## config.mk

```make
export PLATFORM = sky130hd
export DESIGN_NAME = cv_ctrl_scanner
export DESIGN_NICKNAME = d
export VERILOG_FILES = /design/src/rtl/cv_ctrl_scanner.sv
export SDC_FILE = /design/constraint.sdc
export NUM_CORES = 1
export LEC_CHECK = 0
export ABC_AREA = 1
export CORE_ASPECT_RATIO = 1.25
export CORE_UTILIZATION = 57
export CTS_CLUSTER_DIAMETER = 50
export DETAILED_ROUTE_END_ITERATION = 8
export GPL_TIMING_DRIVEN = 0
export PLACE_DENSITY_LB_ADDON = 0.15
export SYNTH_ARGS = -nofsm -noshare
export SYNTH_HDL_FRONTEND = slang
export SYNTH_SLANG_ARGS = --single-unit
```

## constraint.sdc

```tcl
create_clock -name clk_i -period 1.8 [get_ports clk_i]
set_input_delay 0.27 -clock clk_i [delete_from_list [all_inputs] [get_ports clk_i]]
set_output_delay 0.27 -clock clk_i [all_outputs]
set_load 0.005 [all_outputs]
```

## src/rtl/cv_ctrl_scanner.sv

```systemverilog
`default_nettype none
// +----------------------------------------------------------------------------+
// | Module   : cv_ctrl_scanner                                                 |
// | Brief    : Two-port controller scanner: joystick/keypad select, debounce.   |
// | Revision : 1.0                                                             |
// +----------------------------------------------------------------------------+
module cv_ctrl_scanner #(
  parameter int SETTLE   = 8,
  parameter int DEBOUNCE = 2
) (
  input  logic       clk_i,
  input  logic       reset_n_i,
  input  logic       clk_en_i,
  input  logic       scan_en_i,
  output logic [1:0] ctrl_p5_o,
  output logic [1:0] ctrl_p8_o,
  input  logic [1:0] ctrl_p1_i,
  input  logic [1:0] ctrl_p2_i,
  input  logic [1:0] ctrl_p3_i,
  input  logic [1:0] ctrl_p4_i,
  input  logic [1:0] ctrl_p6_i,
  output logic [3:0] key0_o,
  output logic [3:0] key1_o,
  output logic [5:0] joy0_o,
  output logic [5:0] joy1_o,
  output logic       valid_o,
  output logic       changed_o
);

  localparam int c_SET_W = $clog2(SETTLE + 1);
  localparam int c_DB_W  = (DEBOUNCE > 1) ? $clog2(DEBOUNCE) : 1;
  localparam logic [c_SET_W-1:0] c_SET_LAST = c_SET_W'(SETTLE - 1);
  localparam logic [c_DB_W-1:0]  c_DB_MAX   = c_DB_W'(DEBOUNCE - 1);
  localparam logic [19:0]        c_RELEASED = {4'hF, 4'hF, 6'h00, 6'h00};

  typedef enum logic [2:0] {
    S_IDLE  = 3'd0,
    S_GAP_J = 3'd1,
    S_SEL_J = 3'd2,
    S_SMP_J = 3'd3,
    S_GAP_K = 3'd4,
    S_SEL_K = 3'd5,
    S_SMP_K = 3'd6,
    S_PUB   = 3'd7
  } state_t;

  state_t               r_state;
  state_t               w_state_nxt;
  logic [c_SET_W-1:0]   r_settle;
  logic [c_SET_W-1:0]   w_settle_nxt;
  logic [c_DB_W-1:0]    r_db;
  logic [c_DB_W-1:0]    w_db_nxt;
  logic                 w_load;
  logic                 w_sel_j_nxt;
  logic                 w_sel_k_nxt;
  logic [3:0]           r_raw_key0;
  logic [3:0]           r_raw_key1;
  logic [5:0]           r_raw_joy0;
  logic [5:0]           r_raw_joy1;
  logic [19:0]          r_prev;
  logic [19:0]          w_raw_vec;
  logic [19:0]          w_out_vec;
  logic [3:0]           r_key0;
  logic [3:0]           r_key1;
  logic [5:0]           r_joy0;
  logic [5:0]           r_joy1;
  logic [1:0]           r_p5;
  logic [1:0]           r_p8;
  logic                 r_valid;
  logic                 r_changed;

  // Nibble is {p1,p2,p3,p4} as seen on the wire (active-low encoding).
  function automatic logic [3:0] f_key_decode(input logic [3:0] nib);
    logic [3:0] key;
    case (nib)
      4'b0011: key = 4'd0;
      4'b1110: key = 4'd1;
      4'b1101: key = 4'd2;
      4'b0110: key = 4'd3;
      4'b0001: key = 4'd4;
      4'b1001: key = 4'd5;
      4'b0111: key = 4'd6;
      4'b1100: key = 4'd7;
      4'b1000: key = 4'd8;
      4'b1011: key = 4'd9;
      4'b1010: key = 4'd10;
      4'b0101: key = 4'd11;
      4'b0100: key = 4'd12;
      4'b0010: key = 4'd13;
      default: key = 4'd15;
    endcase
    return key;
  endfunction

  always_comb begin
    w_state_nxt  = r_state;
    w_settle_nxt = r_settle;
    case (r_state)
      S_IDLE:  if (scan_en_i) w_state_nxt = S_GAP_J;
      S_GAP_J: begin
        w_state_nxt  = S_SEL_J;
        w_settle_nxt = '0;
      end
      S_SEL_J: begin
        if (r_settle == c_SET_LAST) begin
          w_state_nxt  = S_SMP_J;
          w_settle_nxt = '0;
        end else begin
          w_settle_nxt = r_settle + 1'b1;
        end
      end
      S_SMP_J: w_state_nxt = S_GAP_K;
      S_GAP_K: begin
        w_state_nxt  = S_SEL_K;
        w_settle_nxt = '0;
      end
      S_SEL_K: begin
        if (r_settle == c_SET_LAST) begin
          w_state_nxt  = S_SMP_K;
          w_settle_nxt = '0;
        end else begin
          w_settle_nxt = r_settle + 1'b1;
        end
      end
      S_SMP_K: w_state_nxt = S_PUB;
      S_PUB:   w_state_nxt = scan_en_i ? S_GAP_J : S_IDLE;
      default: w_state_nxt = S_IDLE;
    endcase
  end

  always_comb begin
    w_sel_j_nxt = (w_state_nxt == S_SEL_J) || (w_state_nxt == S_SMP_J);
    w_sel_k_nxt = (w_state_nxt == S_SEL_K) || (w_state_nxt == S_SMP_K);
    w_raw_vec   = {r_raw_key1, r_raw_key0, r_raw_joy1, r_raw_joy0};
    w_out_vec   = {r_key1, r_key0, r_joy1, r_joy0};
    if (w_raw_vec != r_prev) begin
      w_db_nxt = '0;
    end else if (r_db == c_DB_MAX) begin
      w_db_nxt = c_DB_MAX;
    end else begin
      w_db_nxt = r_db + 1'b1;
    end
    w_load = (w_db_nxt == c_DB_MAX);
  end

  always_ff @(posedge clk_i or negedge reset_n_i) begin
    if (!reset_n_i) begin
      r_state    <= S_IDLE;
      r_settle   <= '0;
      r_db       <= '0;
      r_raw_key0 <= 4'hF;
      r_raw_key1 <= 4'hF;
      r_raw_joy0 <= '0;
      r_raw_joy1 <= '0;
      r_prev     <= c_RELEASED;
      r_key0     <= 4'hF;
      r_key1     <= 4'hF;
      r_joy0     <= '0;
      r_joy1     <= '0;
      r_p5       <= 2'b11;
      r_p8       <= 2'b11;
      r_valid    <= 1'b0;
      r_changed  <= 1'b0;
    end else begin
      // Pulses are one clk_i wide regardless of the tick enable.
      r_valid   <= 1'b0;
      r_changed <= 1'b0;
      if (clk_en_i) begin
        r_state  <= w_state_nxt;
        r_settle <= w_settle_nxt;
        r_p8     <= w_sel_j_nxt ? 2'b00 : 2'b11;
        r_p5     <= w_sel_k_nxt ? 2'b00 : 2'b11;
        case (r_state)
          S_SMP_J: begin
            r_raw_joy0[4:0] <= ~{ctrl_p6_i[0], ctrl_p4_i[0], ctrl_p3_i[0],
                                 ctrl_p2_i[0], ctrl_p1_i[0]};
            r_raw_joy1[4:0] <= ~{ctrl_p6_i[1], ctrl_p4_i[1], ctrl_p3_i[1],
                                 ctrl_p2_i[1], ctrl_p1_i[1]};
          end
          S_SMP_K: begin
            r_raw_key0    <= f_key_decode({ctrl_p1_i[0], ctrl_p2_i[0],
                                           ctrl_p3_i[0], ctrl_p4_i[0]});
            r_raw_key1    <= f_key_decode({ctrl_p1_i[1], ctrl_p2_i[1],
                                           ctrl_p3_i[1], ctrl_p4_i[1]});
            r_raw_joy0[5] <= ~ctrl_p6_i[0];
            r_raw_joy1[5] <= ~ctrl_p6_i[1];
          end
          S_PUB: begin
            r_prev  <= w_raw_vec;
            r_db    <= w_db_nxt;
            r_valid <= 1'b1;
            if (w_load) begin
              {r_key1, r_key0, r_joy1, r_joy0} <= w_raw_vec;
              r_changed <= (w_raw_vec != w_out_vec);
            end
          end
          default: ;
        endcase
      end
    end
  end

  assign ctrl_p5_o = r_p5;
  assign ctrl_p8_o = r_p8;
  assign key0_o    = r_key0;
  assign key1_o    = r_key1;
  assign joy0_o    = r_joy0;
  assign joy1_o    = r_joy1;
  assign valid_o   = r_valid;
  assign changed_o = r_changed;

endmodule
`default_nettype wire

```

**After elaboration in Yosys (flattened, before gate mapping)**

Memories as Yosys holds them, arrays and structs flattened. A register that Yosys moved wholly into a read port is not among the register bits.
Index checks and enable logic that the tools add are counted.

- Bits in registers: 66
- Memory bits (read-only): 128
- Bits of input ports: 14
- Output and inout port bits: 26
- Word-level logic and storage cells: 67
- Memories: 2

Memories:

| name | words | width | read ports | clocked after Yosys merged registers in | write ports | RTL line | text |
|---|---|---|---|---|---|---|---|
| (name not given) | 16 | 4 | 1 | 1 | 0 | 75 | `case (nib)` |
| (name not given) | 16 | 4 | 1 | 1 | 0 | 75 |  |

- $add $sub $neg: 2
- Eq/ne operators: 14
- Mux-type cells: 16
- Bitwise gates (word level): 4
- Reduce and logical (&&, ||, !) cells: 13

Operators by type and width:

| kind | number |
|---|---|
| $ne 20x20->1 | 2 |
| $pmux 3 s8 | 1 |
| $eq 3x3->1 const B | 6 |
| $eq 3x2->1 const B | 4 |
| $not 5->5 | 2 |
| $mux 3 | 3 |
| $mux 1 | 8 |
| $pmux 4 s2 | 1 |
| $reduce_and 2->1 | 4 |
| $add 4x1->4 const B | 1 |
| $eq 4x3->1 const B | 1 |
| $mux 2 | 2 |
| $mux 4 | 1 |
| $reduce_or 2->1 | 2 |
| $eq 3x1->1 const B | 1 |
| $logic_not 3->1 | 1 |
| $reduce_and 3->1 | 1 |
| $logic_not 1->1 | 2 |
| $logic_or 1x1->1 | 2 |
| $not 1->1 | 2 |
| $reduce_bool 2->1 | 1 |
| $add 1x1->1 const B | 1 |

**Depth between registers and ports, before layout**

- Word-level depth: 6
- Gate-level depth with buffers: 10
- Gate-level depth less buffers: 9

**Worst setup path after synthesis**

Ideal clock, no wire load.

- Path kind: reg-to-reg
- From: register r_raw_key0[0]
- To: register r_joy0[5], in the netlist joy0_o[5]
- Setup time: 0.117 ns
- Arrival time: 1.312 ns
- Data required time: 1.683 ns
- Slack: 0.371 ns
- Cell stages (with the launch flop): 11
- Path buffers: 1
- Clock period less this slack: 1.429 ns
- Path through: dfstp_2 inv_1 nand2_1 nand2_1 nor2_1 nand2_1 nor2_1 nand3_2 buf_6 nand2_1 nand2_1

- Cells in the longest elaborated chain, start to end: 3

RTL lines:

| element | RTL line | text |
|---|---|---|
| start: declaration | 56 | `logic [3:0] r_raw_key0;` |
| $ne 20x20->1 | 136 | `if (w_raw_vec != r_prev) begin` |
| $mux 1 | 136 |  |
| $reduce_and 3->1 (no source line) | n/a |  |
| end signal: assignment | 193 | `{r_key1, r_key0, r_joy1, r_joy0} <= w_raw_vec;` |
| end: declaration | 65 | `logic [5:0] r_joy0;` |

No other way between the ends.
A chain may end at the register's enable or synchronous reset.

==> results.yml <==
placed_design:
  dpl_cell_area_mm2: 0.004370
  place.gp.congestion: 0.8839
  port_buffers: 38
  dp_cells: 621
  pre_cts_slack_ps: -45.42
  dp_hpwl_um: 6415
grt:
  grt_use_total_pct: 27.06
  antenna_found_initial: 0
  grt_max_degree: 72
  grt_pass1_wl_um: 14370
  grt_remaining_overflow: 0
  grt_pass1_vias: 3168
synthesis:
  yosys_warnings: 0
  ys_types: 31
  yosysSeqAreaShare_pct: 46.59
  syn_nets: 525
  syn_area_per_cell_um2: 7.830
  netlist_area_mm2: 0.003884
  syn-instance-count: 496
  synth_edf_count: 0
  synth-main-ff-cell: "dfrtp_1"
  synth-seq-cells: 71
  synth_async_sr_flop_share_pct: 100.0
timing:
  worstMarginPinSlew_ps: 856.4
  relSlewSlack_pct: 42.91
  tns_ps: 0
  hold_violations: 0
  fmax_mhz: 579.7
  setup_viol: 0
  fin_hold_ws_ps: 33.78
  drv_slew: 0
  post-route-min-period_ps: 1725
  fin_skew_ps: 10.59
  fin_crit_sh_pct: 95.83
  rsz0062_at_grt: "no"
  fin_ws_ps: 75.02
clock_network:
  path_clk_slew_ps: 70
  cts.sinks: 71
  htreeDepth: 3
  cts_tree: "yes"
  cts_setup_buffers: 0
  cts_hold_buf: 0
  cts.path.max_buffers: 2
  numCtsBuffers: 9
  worst_skew_pair.late_latency_ps: 340
  cts-root-buf: "clkbuf_8"
finish:
  drive_gt1_share_pct: 13.82
  final_area_mm2: 0.004552
  nets: 574
  fill_cells: 512
  fin_cells: 637
  antenna_cells: 0
  post-route-util_pct: 69.33
  area_delta_synth_final_pct: 17.20
critical_path:
  r2r-start: "r_raw_key0[3]"
  cp.arrival_ps: 1450
  crit_required_ps: 1530
  criticalPathCategory: "reg -> out"
  slowest_delay_ps: 540
  cp_cell_sequence: "buf_4 -> clkdlybuf4s50_1"
  rrSetupSlack_ps: 180
  crit_path_end: "ctrl_p5_o[1]"
  critPathLaunch: "ctrl_p5_o[0]"
  critPathSlowestCell: "dfstp_2"
  r2r_cells: 9
  critPathMaxFanout: 3
  critPathLaunchType: "flip-flop"
  setup.worst_path.end_class: "output pin"
  r2r_end: "joy0_o[2]"
power_and_ir_drop:
  power_mw: 5.912
  p_leak_nw: 2.177
  power.density_mw_per_mm2: 1299
  irDropWorstVdd_mv: 0.7845
floorplanning:
  die-area_mm2: 0.007150
  rows: 33
  fp.coreArea_mm2: 0.006565
  die_w_um: 75.83
  start_util_pct: 59.16
  die_h_um: 94.29
  ios: 40
detailed_routing:
  route.met2.wl_um: 4249
  met3_length_um: 286
  drt-total-wl_um: 8483
  post_drt_wl_per_cell_um: 13.32
  firstDrtPassIters: 5
  ant_nets: 0
  drt-initial-drc-count: 156
  avgViaCountPerCell: 5.303
  maxUsedRoutingLayer: "met4"
  drc: 0
  wirelength_met1_um: 3621
  via_count: 3378
run_status:
  run_status: "finished clean"
worst_hold_path:
  min-delay-path-class: "in -> async"
flow_run:
  max-cap-violations: 0
[where the power goes]
part / total (mW) / switching [mW] / internal, mW
sequential: 2.81 / 0.592 / 2.21
combinational: 1.98 / 1.17 / 0.804
clock: 1.13 / 0.554 / 0.577
total: 5.91 / 2.32 / 3.59
[repair_timing]
item	CTS	global route
endpoints found under the setup margin	0	20
resized for setup	0	3
endpoints found under the hold margin	0	0
[kinds of logic (layout without fill, tap and decap cells)]
family	count (synthesis)	in the layout	share of synthesized area, %
fa+ha+maj	15	15	4.832
simple gates	235	235	25.55
buf+inv	79	133	8.602
xor+xnor	16	16	3.608
compound gates	80	80	10.82
flops	71	71	46.59
[Yosys cell counts (all sizes together), types with 7 or more instances]
cell / count / area, um2
ha: 15 / 187.7
dfstp: 26 / 683.2
nand2: 163 / 619.4
nand3: 13 / 70.07
dfrtp: 45 / 1126
clkbuf: 7 / 26.28
a21oi: 7 / 38.79
nor2: 32 / 137.6
inv: 58 / 217.7
nand4: 23 / 143.9
o21ai: 65 / 325.3
buf: 13 / 85.08
xnor2: 11 / 96.34
[final cells by class]
| type | instances | area, um2 | share of cell area [%] |
|---|---|---|---|
| multi-input cells | 346 | 1748 | 38.40 |
| plain buffers | 20 | 113.9 | 2.501 |
| flip-flops and latches | 71 | 1809 | 39.75 |
| clock buffers | 15 | 166.4 | 3.656 |
| inverters | 59 | 222.7 | 4.893 |
| repair buffers | 38 | 377.9 | 8.301 |
| well taps | 87 | 108.9 | 2.391 |
| clock inverters | 1 | 5.005 | 0.1100 |
[worst min path at each step]
stage / endpoint / cells after the start / startpoint
4_1_cts: joy0_o[4] / 1 / reset_n_i
3_3_place_gp: key0_o[3] / 2 / key0_o[3]
2_1_floorplan: changed_o / 0 / reset_n_i
6_report: joy1_o[4] / 1 / reset_n_i
5_1_grt: joy0_o[4] / 1 / reset_n_i
3_5_place_dp: joy1_o[4] / 1 / reset_n_i
[layout by cell type, fill, tap and decap left out, types with 2 or more instances in the layout]
cell type and n:
a21oi_1 6, a31oi_1 4, buf_2 7, buf_4 4, buf_6 2, clkbuf_1 11, clkbuf_8 11, clkdlybuf4s50_1 37
clkinv_2 2, dfrtp_1 45, dfstp_2 26, ha_1 15, inv_1 47, inv_2 11, nand2_1 160, nand2_2 3
nand3_1 12, nand4_1 23, nor2_1 26, nor2_2 4, nor2_4 2, nor3_1 3, o21ai_0 48, o21ai_1 17
xnor2_1 11, xor2_1 5
[registers in the layout, summed over array words and instances, names as in the netlist, 3 cells and up]
name and flops:
r_prev 20, joy0_o 6, joy1_o 6, r_raw_joy0 6, r_raw_joy1 6, key0_o 4, key1_o 4, r_raw_key0 4
r_raw_key1 4, r_settle 4, r_state 3
[critical path: cells and delay by family (launching register included)]
kind                   cells  cell delay [ps]
buffers and inverters      2              580
DFF                        1              540
[metal layers]
metal / global-route usage [%] / up-vias
met1: 33.40 / 1606
li1: - / 1676
met5: 0 / -
met2: 43.88 / 72
met3: 5.258 / 24
met4: 14.04 / 0
Power figures use the tool's default switching activity.
